[src/rtl/if_stage_if.sv]
// if_stage_if: groups the signals of the instruction-fetch stage into one bundle.
//   master modport : used by if_stage (drives the PC, IF/ID register and status)
//   slave modport  : used by the surroundings (ROM, hazard unit, EX redirect)
// Signals:
//   instr_addr   word-aligned PC presented to the instruction ROM
//   instruction  ROM word at instr_addr (combinational)
//   stall        hold PC and IF/ID
//   flush        load a bubble into IF/ID
//   redirect     taken branch/jump from EX, target in redirect_pc
//   if_id_*      IF/ID pipeline register contents
//   halted       fetch FSM is in HALT
//   misalign_err sticky flag: a redirect target had nonzero low bits
//   fetch_count  number of valid instructions captured into IF/ID
interface if_stage_if;
  logic [31:0] instr_addr;
  logic [31:0] instruction;
  logic        stall;
  logic        flush;
  logic        redirect;
  logic [31:0] redirect_pc;
  logic [31:0] if_id_pc;
  logic [31:0] if_id_pc4;
  logic [31:0] if_id_instr;
  logic        if_id_valid;
  logic        halted;
  logic        misalign_err;
  logic [31:0] fetch_count;

  modport master (
    output instr_addr,
    input  instruction,
    input  stall,
    input  flush,
    input  redirect,
    input  redirect_pc,
    output if_id_pc,
    output if_id_pc4,
    output if_id_instr,
    output if_id_valid,
    output halted,
    output misalign_err,
    output fetch_count
  );

  modport slave (
    input  instr_addr,
    output instruction,
    output stall,
    output flush,
    output redirect,
    output redirect_pc,
    input  if_id_pc,
    input  if_id_pc4,
    input  if_id_instr,
    input  if_id_valid,
    input  halted,
    input  misalign_err,
    input  fetch_count
  );
endinterface

[src/rtl/if_stage.sv]
// if_stage: instruction-fetch stage of the 5-stage RV32I pipeline.
// Owns the PC, fetches from a combinational ROM and registers the word into
// the IF/ID pipeline register. Applies redirect > stall > flush > normal, and
// stops fetching (RUN -> HALT) after capturing ECALL/EBREAK.
// Ports:
//   clk  clock, all state changes on the rising edge
//   rst  asynchronous active-high reset
//   bus  if_stage_if.master bundle (ROM, hazard/EX controls, IF/ID, status)
// Parameters:
//   RESET_PC   PC loaded on reset
//   NOP_INSTR  bubble encoding (addi x0,x0,0)
module if_stage #(
  parameter logic [31:0] RESET_PC  = 32'h0000_0000,
  parameter logic [31:0] NOP_INSTR = 32'h0000_0013
) (
  input  logic          clk,
  input  logic          rst,
  if_stage_if.master    bus
);

  localparam logic [31:0] ECALL  = 32'h0000_0073;
  localparam logic [31:0] EBREAK = 32'h0010_0073;

  typedef enum logic {RUN = 1'b0, HALT = 1'b1} state_t;

  state_t      state_reg, state_next;
  logic [31:0] pc_reg, pc_next;
  logic [31:0] if_id_pc_reg, if_id_pc_next;
  logic [31:0] if_id_pc4_reg, if_id_pc4_next;
  logic [31:0] if_id_instr_reg, if_id_instr_next;
  logic        if_id_valid_reg, if_id_valid_next;
  logic        misalign_reg, misalign_next;
  logic [31:0] fetch_count_reg, fetch_count_next;

  logic [31:0] pc_plus4;
  logic        is_system;

  // 32-bit modulo add: the top word wraps to address 0.
  assign pc_plus4  = pc_reg + 32'd4;
  assign is_system = (bus.instruction == ECALL) || (bus.instruction == EBREAK);

  always_ff @(posedge clk or posedge rst) begin
    if (rst) begin
      state_reg       <= RUN;
      pc_reg          <= RESET_PC;
      if_id_pc_reg    <= 32'd0;
      if_id_pc4_reg   <= 32'd0;
      if_id_instr_reg <= NOP_INSTR;
      if_id_valid_reg <= 1'b0;
      misalign_reg    <= 1'b0;
      fetch_count_reg <= 32'd0;
    end else begin
      state_reg       <= state_next;
      pc_reg          <= pc_next;
      if_id_pc_reg    <= if_id_pc_next;
      if_id_pc4_reg   <= if_id_pc4_next;
      if_id_instr_reg <= if_id_instr_next;
      if_id_valid_reg <= if_id_valid_next;
      misalign_reg    <= misalign_next;
      fetch_count_reg <= fetch_count_next;
    end
  end

  always_comb begin
    // Default: everything holds (this is also the stall behaviour).
    state_next       = state_reg;
    pc_next          = pc_reg;
    if_id_pc_next    = if_id_pc_reg;
    if_id_pc4_next   = if_id_pc4_reg;
    if_id_instr_next = if_id_instr_reg;
    if_id_valid_next = if_id_valid_reg;
    misalign_next    = misalign_reg;
    fetch_count_next = fetch_count_reg;

    if (bus.redirect) begin
      // Target is forced word-aligned; a misaligned request is only flagged.
      pc_next          = {bus.redirect_pc[31:2], 2'b00};
      if_id_instr_next = NOP_INSTR;
      if_id_valid_next = 1'b0;
      state_next       = RUN;
      if (bus.redirect_pc[1:0] != 2'b00) begin
        misalign_next = 1'b1;
      end
    end else if (bus.stall) begin
      // hold
    end else if (bus.flush) begin
      if_id_instr_next = NOP_INSTR;
      if_id_valid_next = 1'b0;
      if (state_reg == RUN) begin
        pc_next = pc_plus4;
      end
    end else if (state_reg == RUN) begin
      if_id_pc_next    = pc_reg;
      if_id_pc4_next   = pc_plus4;
      if_id_instr_next = bus.instruction;
      if_id_valid_next = 1'b1;
      fetch_count_next = fetch_count_reg + 32'd1;
      // ECALL/EBREAK is passed down as a real instruction, then fetch parks.
      if (is_system) begin
        state_next = HALT;
      end else begin
        pc_next = pc_plus4;
      end
    end else begin
      // HALT: keep inserting bubbles with the PC parked.
      if_id_instr_next = NOP_INSTR;
      if_id_valid_next = 1'b0;
    end
  end

  assign bus.instr_addr   = pc_reg;
  assign bus.if_id_pc     = if_id_pc_reg;
  assign bus.if_id_pc4    = if_id_pc4_reg;
  assign bus.if_id_instr  = if_id_instr_reg;
  assign bus.if_id_valid  = if_id_valid_reg;
  assign bus.halted       = (state_reg == HALT);
  assign bus.misalign_err = misalign_reg;
  assign bus.fetch_count  = fetch_count_reg;

endmodule
[src/flat_wrapper.sv]
// flat-port wrapper written by rule: the top's interface ports become plain ports
module if_stage_flat 
#(
  parameter logic [31:0] RESET_PC  = 32'h0000_0000,
  parameter logic [31:0] NOP_INSTR = 32'h0000_0013
)
  (clk, rst, bus_instr_addr, bus_instruction, bus_stall, bus_flush, bus_redirect, bus_redirect_pc, bus_if_id_pc, bus_if_id_pc4, bus_if_id_instr, bus_if_id_valid, bus_halted, bus_misalign_err, bus_fetch_count);
  if_stage_if bus_i ();
  input  logic clk;
  input  logic rst;
  output wire logic [$bits(bus_i.instr_addr)-1:0] bus_instr_addr;
  input wire logic [$bits(bus_i.instruction)-1:0] bus_instruction;
  input wire logic [$bits(bus_i.stall)-1:0] bus_stall;
  input wire logic [$bits(bus_i.flush)-1:0] bus_flush;
  input wire logic [$bits(bus_i.redirect)-1:0] bus_redirect;
  input wire logic [$bits(bus_i.redirect_pc)-1:0] bus_redirect_pc;
  output wire logic [$bits(bus_i.if_id_pc)-1:0] bus_if_id_pc;
  output wire logic [$bits(bus_i.if_id_pc4)-1:0] bus_if_id_pc4;
  output wire logic [$bits(bus_i.if_id_instr)-1:0] bus_if_id_instr;
  output wire logic [$bits(bus_i.if_id_valid)-1:0] bus_if_id_valid;
  output wire logic [$bits(bus_i.halted)-1:0] bus_halted;
  output wire logic [$bits(bus_i.misalign_err)-1:0] bus_misalign_err;
  output wire logic [$bits(bus_i.fetch_count)-1:0] bus_fetch_count;
  assign bus_instr_addr = bus_i.instr_addr;
  assign bus_i.instruction = bus_instruction;
  assign bus_i.stall = bus_stall;
  assign bus_i.flush = bus_flush;
  assign bus_i.redirect = bus_redirect;
  assign bus_i.redirect_pc = bus_redirect_pc;
  assign bus_if_id_pc = bus_i.if_id_pc;
  assign bus_if_id_pc4 = bus_i.if_id_pc4;
  assign bus_if_id_instr = bus_i.if_id_instr;
  assign bus_if_id_valid = bus_i.if_id_valid;
  assign bus_halted = bus_i.halted;
  assign bus_misalign_err = bus_i.misalign_err;
  assign bus_fetch_count = bus_i.fetch_count;
  if_stage #(.RESET_PC(RESET_PC), .NOP_INSTR(NOP_INSTR)) u_core (.clk(clk), .rst(rst), .bus(bus_i));
endmodule
[config.mk]
export PLATFORM = sky130hd
export DESIGN_NAME = if_stage_flat
export DESIGN_NICKNAME = d
export VERILOG_FILES = /design/src/rtl/if_stage_if.sv /design/src/rtl/if_stage.sv /design/src/flat_wrapper.sv
export SDC_FILE = /design/constraint.sdc
export NUM_CORES = 1
export LEC_CHECK = 0
export ABC_AREA = 1
export BUFFER_PORTS_ARGS = -buffer_cell sky130_fd_sc_hd__buf_2
export CORE_MARGIN = 5
export CORE_UTILIZATION = 56
export CTS_CLUSTER_DIAMETER = 30
export DETAILED_ROUTE_END_ITERATION = 12
export PLACE_DENSITY = 0.94
export SLEW_MARGIN = 5
export SYNTH_ARGS = -nofsm -noshare
export SYNTH_HDL_FRONTEND = slang
export SYNTH_SLANG_ARGS = --single-unit
[constraint.sdc]
create_clock -name clk -period 16.52 [get_ports clk]
set_clock_uncertainty 0.05 [all_clocks]
set_input_delay 3.304 -clock clk [delete_from_list [all_inputs] [get_ports clk]]
set_output_delay 3.304 -clock clk [all_outputs]
set_load 0.05 [all_outputs]
### Word-level counts from Yosys, hierarchy flattened

Cells that the tools add are included.

| operators by class | value |
|---|---|
| bitwise gates (word level) | 4 |
| reduce and logical (&&, ||, !) cells | 6 |
| $add $sub $neg | 2 |
| eq/ne operators | 6 |
| mux-type cells | 19 |

Operators by type and width:

| kind | number |
|---|---|
| 32-bit 2-to-1 mux | 10 |
| 32-bit by 1-bit adder with 32-bit output (second input constant) | 1 |
| 32-bit by 3-bit adder with 32-bit output (second input constant) | 1 |
| 32-bit by 21-bit equality test with 1-bit output (second input constant) | 1 |
| 32-bit by 7-bit equality test with 1-bit output (second input constant) | 1 |
| 1-bit 2-to-1 mux | 9 |
| 2-bit by 1-bit inequality test with 1-bit output (second input constant) | 2 |
| 1-bit inverter | 4 |
| 2-bit AND reduction | 2 |
| 4-bit AND reduction | 1 |
| 3-bit inequality test (second input constant) | 1 |
| 3-bit AND reduction | 1 |
| 2-bit inequality test (second input constant) | 1 |
| 2-bit nonzero test | 1 |
| 1-bit logical OR | 1 |

| word-level totals | value |
|---|---|
| word-level logic and storage cells | 45 |
| output and inout port bits | 163 |
| bits of input ports | 69 |
| flip-flop bits (word level) | 163 |

### Logic depth before layout (Yosys ltp)

| depth | value |
|---|---|
| word-level depth | 7 |
| depth in mapped cells | 12 |
| depth with buffers taken out | 12 |

### Least setup slack after synthesis

No wires, ideal clock.

| path | value |
|---|---|
| path type | input -> register |
| start | input bus_redirect |
| end | register u_core.fetch_count_reg[30], in the netlist u_core.bus.fetch_count[30] |
| data required time | 16.347 ns |
| path buffers | 1 |
| arrival | 4.300 ns |
| cell stages on the path | 8 |
| path slack | 12.047 ns |
| setup time | 0.123 ns |
| cell sequence | buf_6 > nor2_8 > nand3_4 > clkinv_2 > nand2_1 > nor3_2 > nand3_1 > xor2_1 |

| on the way | value |
|---|---|
| cells in the longest elaborated chain, start to end | 2 |

Ends and longest elaborated chain:

| item | RTL line | text |
|---|---|---|
| from (decl) | flat_wrapper.sv:15 | `input wire logic [$bits(bus_i.redirect)-1:0] bus_redirect;` |
| 1-bit inverter (no source line) | n/a |  |
| 4-bit AND reduction (no source line) | n/a |  |
| to (signal assigned) | if_stage.sv:60 | `fetch_count_reg <= fetch_count_next;` |
| to (decl) | if_stage.sv:33 | `logic [31:0] fetch_count_reg, fetch_count_next;` |

Every way passes these cells.
A chain may end at the register's enable or synchronous reset.

### Worst setup path after layout

| path | value |
|---|---|
| start | input bus_redirect |
| end | register u_core.fetch_count_reg[18], in the netlist u_core.bus.fetch_count[18] |

The elaborated chain is that of the path after synthesis.

==> results.md <==
Outcome:
- The flow ran to the end, and the final reports show no timing, DRC or antenna violations.

Worst setup path:
- The endpoint identified for the worst register-to-register timing path is u_core.bus.fetch_count[18]$_DFFE_PP0P_.
- The worst register-to-register path has a setup slack of 14260 ps.
- The worst setup path is captured at a flop.
- The cell depth of the worst flop-to-flop path is 8.
- The endpoint arrival time on the critical path is 5800 ps.
- The startpoint of the worst-slack reg-to-reg timing path is u_core.bus.halted$_DFFE_PP0P_.
- The worst setup path is launched from a primary input.
- The critical path data required time is 16770 ps.
- The critical path is of the in2reg type.
- Of all nets on the critical path, the largest fanout is between 70 and 80.

Floorplanning:
- The number of placement rows is 43.
- The die covers roughly 16000 um2.
- The vertical extent of the die is 127.6 um.
- Measured along the x axis, the die boundary spans 127.6 um.
- The starting density of the core is 56.49%.
- The region available for standard cell placement spans around 14000 um2.
- The count of boundary I/O pins is 232.

GRT:
- The number of global-route vias before repair is between 7000 and 8000.
- The pin count of the biggest net entering global routing is between 90 and 100.
- The first global-routing pass estimated about 37 mm of wire.
- Global routing used 28.58% of the available tracks.
- The final global-route overflow total is 0.
- The number of antenna violations at the first check in global routing was 1.

Synthesis:
- The per-instance average area after synthesis is 7.916 um2.
- The synthesized design contains 0 enable-type register cells.
- The count of distinct cell types in the synthesized netlist is 40.
- The count of state elements after synthesis is roughly 160.
- Among all flip-flop cells after synthesis, the most frequent one is sky130_fd_sc_hd__dfrtp_1.
- The share of synthesized area occupied by flip-flops and latches is about half.
- After synthesis the cells add up to 7750 um2.
- The number of instances in the synthesized netlist is 979.
- In the synthesized netlist the async set-or-reset flop fraction comes to 100.0%.
- The count of yosys warnings during synthesis is 0.

Layout:
- The finished layout cell area is 9538 um2.
- The most common cell after layout, fill and taps aside is sky130_fd_sc_hd__nand2_1.
- Of the cells placed in the final design, the portion with a size suffix greater than 1 is 24.13%.
- The final-stage net count is 1264.
- In the layout the commonest cells are sky130_fd_sc_hd__nand2_1, sky130_fd_sc_hd__buf_2, sky130_fd_sc_hd__dfrtp_1, sky130_fd_sc_hd__inv_1, sky130_fd_sc_hd__nor2_1.
- The layout overhead on the synthesized area is 23.07%.

Clock network:
- The CTS tree is yes.
- The buffer cell driving the clock tree root is sky130_fd_sc_hd__clkbuf_16.
- The clock latency of the later-clocked register in the worst-skew pair is 420 ps.
- The post-CTS resize count is 0.
- In this run the deepest clock path goes through 2 buffers.
- After clock tree synthesis, the clock-pin slew on the worst setup and hold paths is roughly 60 ps.
- Clock tree synthesis inserted a total of 17 buffers.
- The number of H-tree branching levels is 4.
- The count of hold buffers inserted by post-cts repair is 0.
- In this run the post-CTS setup repair buffer count came out at 0.
- CTS saw 157 sinks.

Detailed routing:
- The first-pass iteration count of the detailed router is 7.
- After detailed routing, the number of vias per cell comes to 5.384.
- Wires add up to roughly 23 mm.
- The count of nets left with antenna violations once routing finished came out at 0.
- In this run, the number of DRC markers left after iteration 0 of detailed routing was 853.
- The residual DRC count is 0.
- The routed layout has 7468 vias.
- The wire length per cell is between 15 and 20 um.

STA:
- In the final timing run, aggregate negative setup slack is 0 ps.
- Setup violations remaining at the end of the flow were counted as 0.
- At the pin with the least slew margin, the transition time is 1129 ps.
- The final number of max-transition violations was 0.
- The worst pin sits at a relative slew slack of ~25%.
- The clock period could shrink to 5554 ps.
- The final hold violation count is 0.
- In the post-route analysis, the smallest setup slack over all paths is 10970 ps.
- The final critical path takes up between 30% and 40% of the cycle.
- Setup repair after global routing left no endpoint under its margin.
- Based on the critical path, the design can be clocked at up to 0.1800 GHz.

Min path:
- The worst min-delay path class is reg2reg.
- Counting instances, the worst hold path has a depth of 1.
- The start point of the worst hold path is u_core.bus.misalign_err$_DFFE_PP0P_.
- The path with the worst hold slack has its endpoint at u_core.bus.misalign_err$_DFFE_PP0P_.

Run:
- The tool flagged a number of max-cap violations equal to 0.

Place:
- The routability congestion estimate is 0.9492.
- The number of I/O port buffers is between 200 and 250.
- The cell area after placement is 8954 um2.
- Detailed placement finished with a half-perimeter wire length of about 16 mm.
- OpenSTA, run right after detailed placement, puts the worst setup slack at 10570 ps.

Power:
- For this design the ratio of total power to cell area is ~130 nW/um2.
- IR analysis of the VDD net gives a maximum drop of about 0.082 mV.
- The leakage power summed over all cells is 0.005265 uW.
[Yosys cell counts, drive strengths merged, types with 2 or more instances]
cell type  count  share of area [%]
a21oi          2               0.13
a22o           4               0.45
a31oi         13                1.0
a32o           5               0.65
and2           3               0.24
buf           24                1.9
clkbuf        14               0.68
dfrtp        154                 50
dfstp          3                1.0
ha             2               0.32
inv           88                4.3
mux2i          7               0.90
nand2        408                 20
nand3         33                2.3
nand3b         2               0.36
nand4         10               0.81
nor2          93                5.7
nor3          12               0.97
nor4           2               0.24
o21ai         55                3.6
o22ai          3               0.24
xnor2         13                1.5
xor2          25                2.8
[report_power, final]
part	switching (uW)	internal, uW	leakage, uW
logic	282	76.5	0.00298
clock network	151	238	0.000284
registers	46.9	435	0.00200
total	480	749	0.00526
[layout make-up]
cell class / instances / area [um2]
Antenna cell: 1 / 2.502
Clock buffer: 26 / 499.2
Clock inverter: 6 / 82.58
Fill cell: 1027 / 4182
Inverter: 89 / 340.3
Multi-Input combinational cell: 700 / 3307
Sequential cell: 157 / 3933
Tap cell: 180 / 225.2
Timing Repair Buffer: 228 / 1149
[per-stage QoR]
step	utilization, %	instances	power (uW)	hold slack (ps)
global route	69.52	1387	1278	449.8
CTS	69.50	1386	1231	427.7
global placement	65.26	1354	834.6	405.6
finish	69.52	1387	1229	423.4
floorplan	-	984	744.6	619.5
detailed placement	65.26	1354	843.3	410.4
[logic make-up (layout without fill, tap and decap cells)]
| kind of cell | count (synthesis) | after routing | share of synthesized area (%) |
|---|---|---|---|
| adder cells (fa/ha/maj) | 2 | 2 | 0.3228 |
| other | 1 | 7 | 0.04839 |
| XOR/XNOR | 38 | 38 | 4.294 |
| multiplexers | 7 | 7 | 0.9041 |
| AND/OR/NAND/NOR | 563 | 563 | 30.53 |
| AO/OA/AOI/OAI | 84 | 84 | 6.280 |
| flip-flops | 157 | 157 | 50.74 |
| buffers and inverters | 127 | 349 | 6.877 |
[critical path: stages]
cell,delay (ps)
sky130_fd_sc_hd__buf_2,710
sky130_fd_sc_hd__nor2_8,90
sky130_fd_sc_hd__nand3_4,100
sky130_fd_sc_hd__clkinv_2,760
sky130_fd_sc_hd__nand3b_4,400
sky130_fd_sc_hd__inv_2,70
sky130_fd_sc_hd__nand2_2,130
sky130_fd_sc_hd__nor2_2,60
sky130_fd_sc_hd__xor2_1,140
[layer usage]
layer	GRT usage, %	part of all wire, %	up-vias
met5	0	0	-
met4	11.30	3.2	0
met3	6.480	8.9	61
met2	47.91	50	420
met1	36.11	38	3501
li1	-	-	3486
[how the worst max path moves through the flow]
stage	start	to
after floorplan	rst	u_core.bus.fetch_count[0]$_DFFE_PP0P_
after global placement	bus_redirect	u_core.bus.fetch_count[20]$_DFFE_PP0P_
after detailed placement	bus_redirect	u_core.bus.fetch_count[18]$_DFFE_PP0P_
after CTS	bus_redirect	u_core.bus.fetch_count[18]$_DFFE_PP0P_
after global routing	bus_redirect	u_core.bus.fetch_count[18]$_DFFE_PP0P_
final	bus_redirect	u_core.bus.fetch_count[18]$_DFFE_PP0P_
Note: power is estimated with default switching activity, not from simulation.
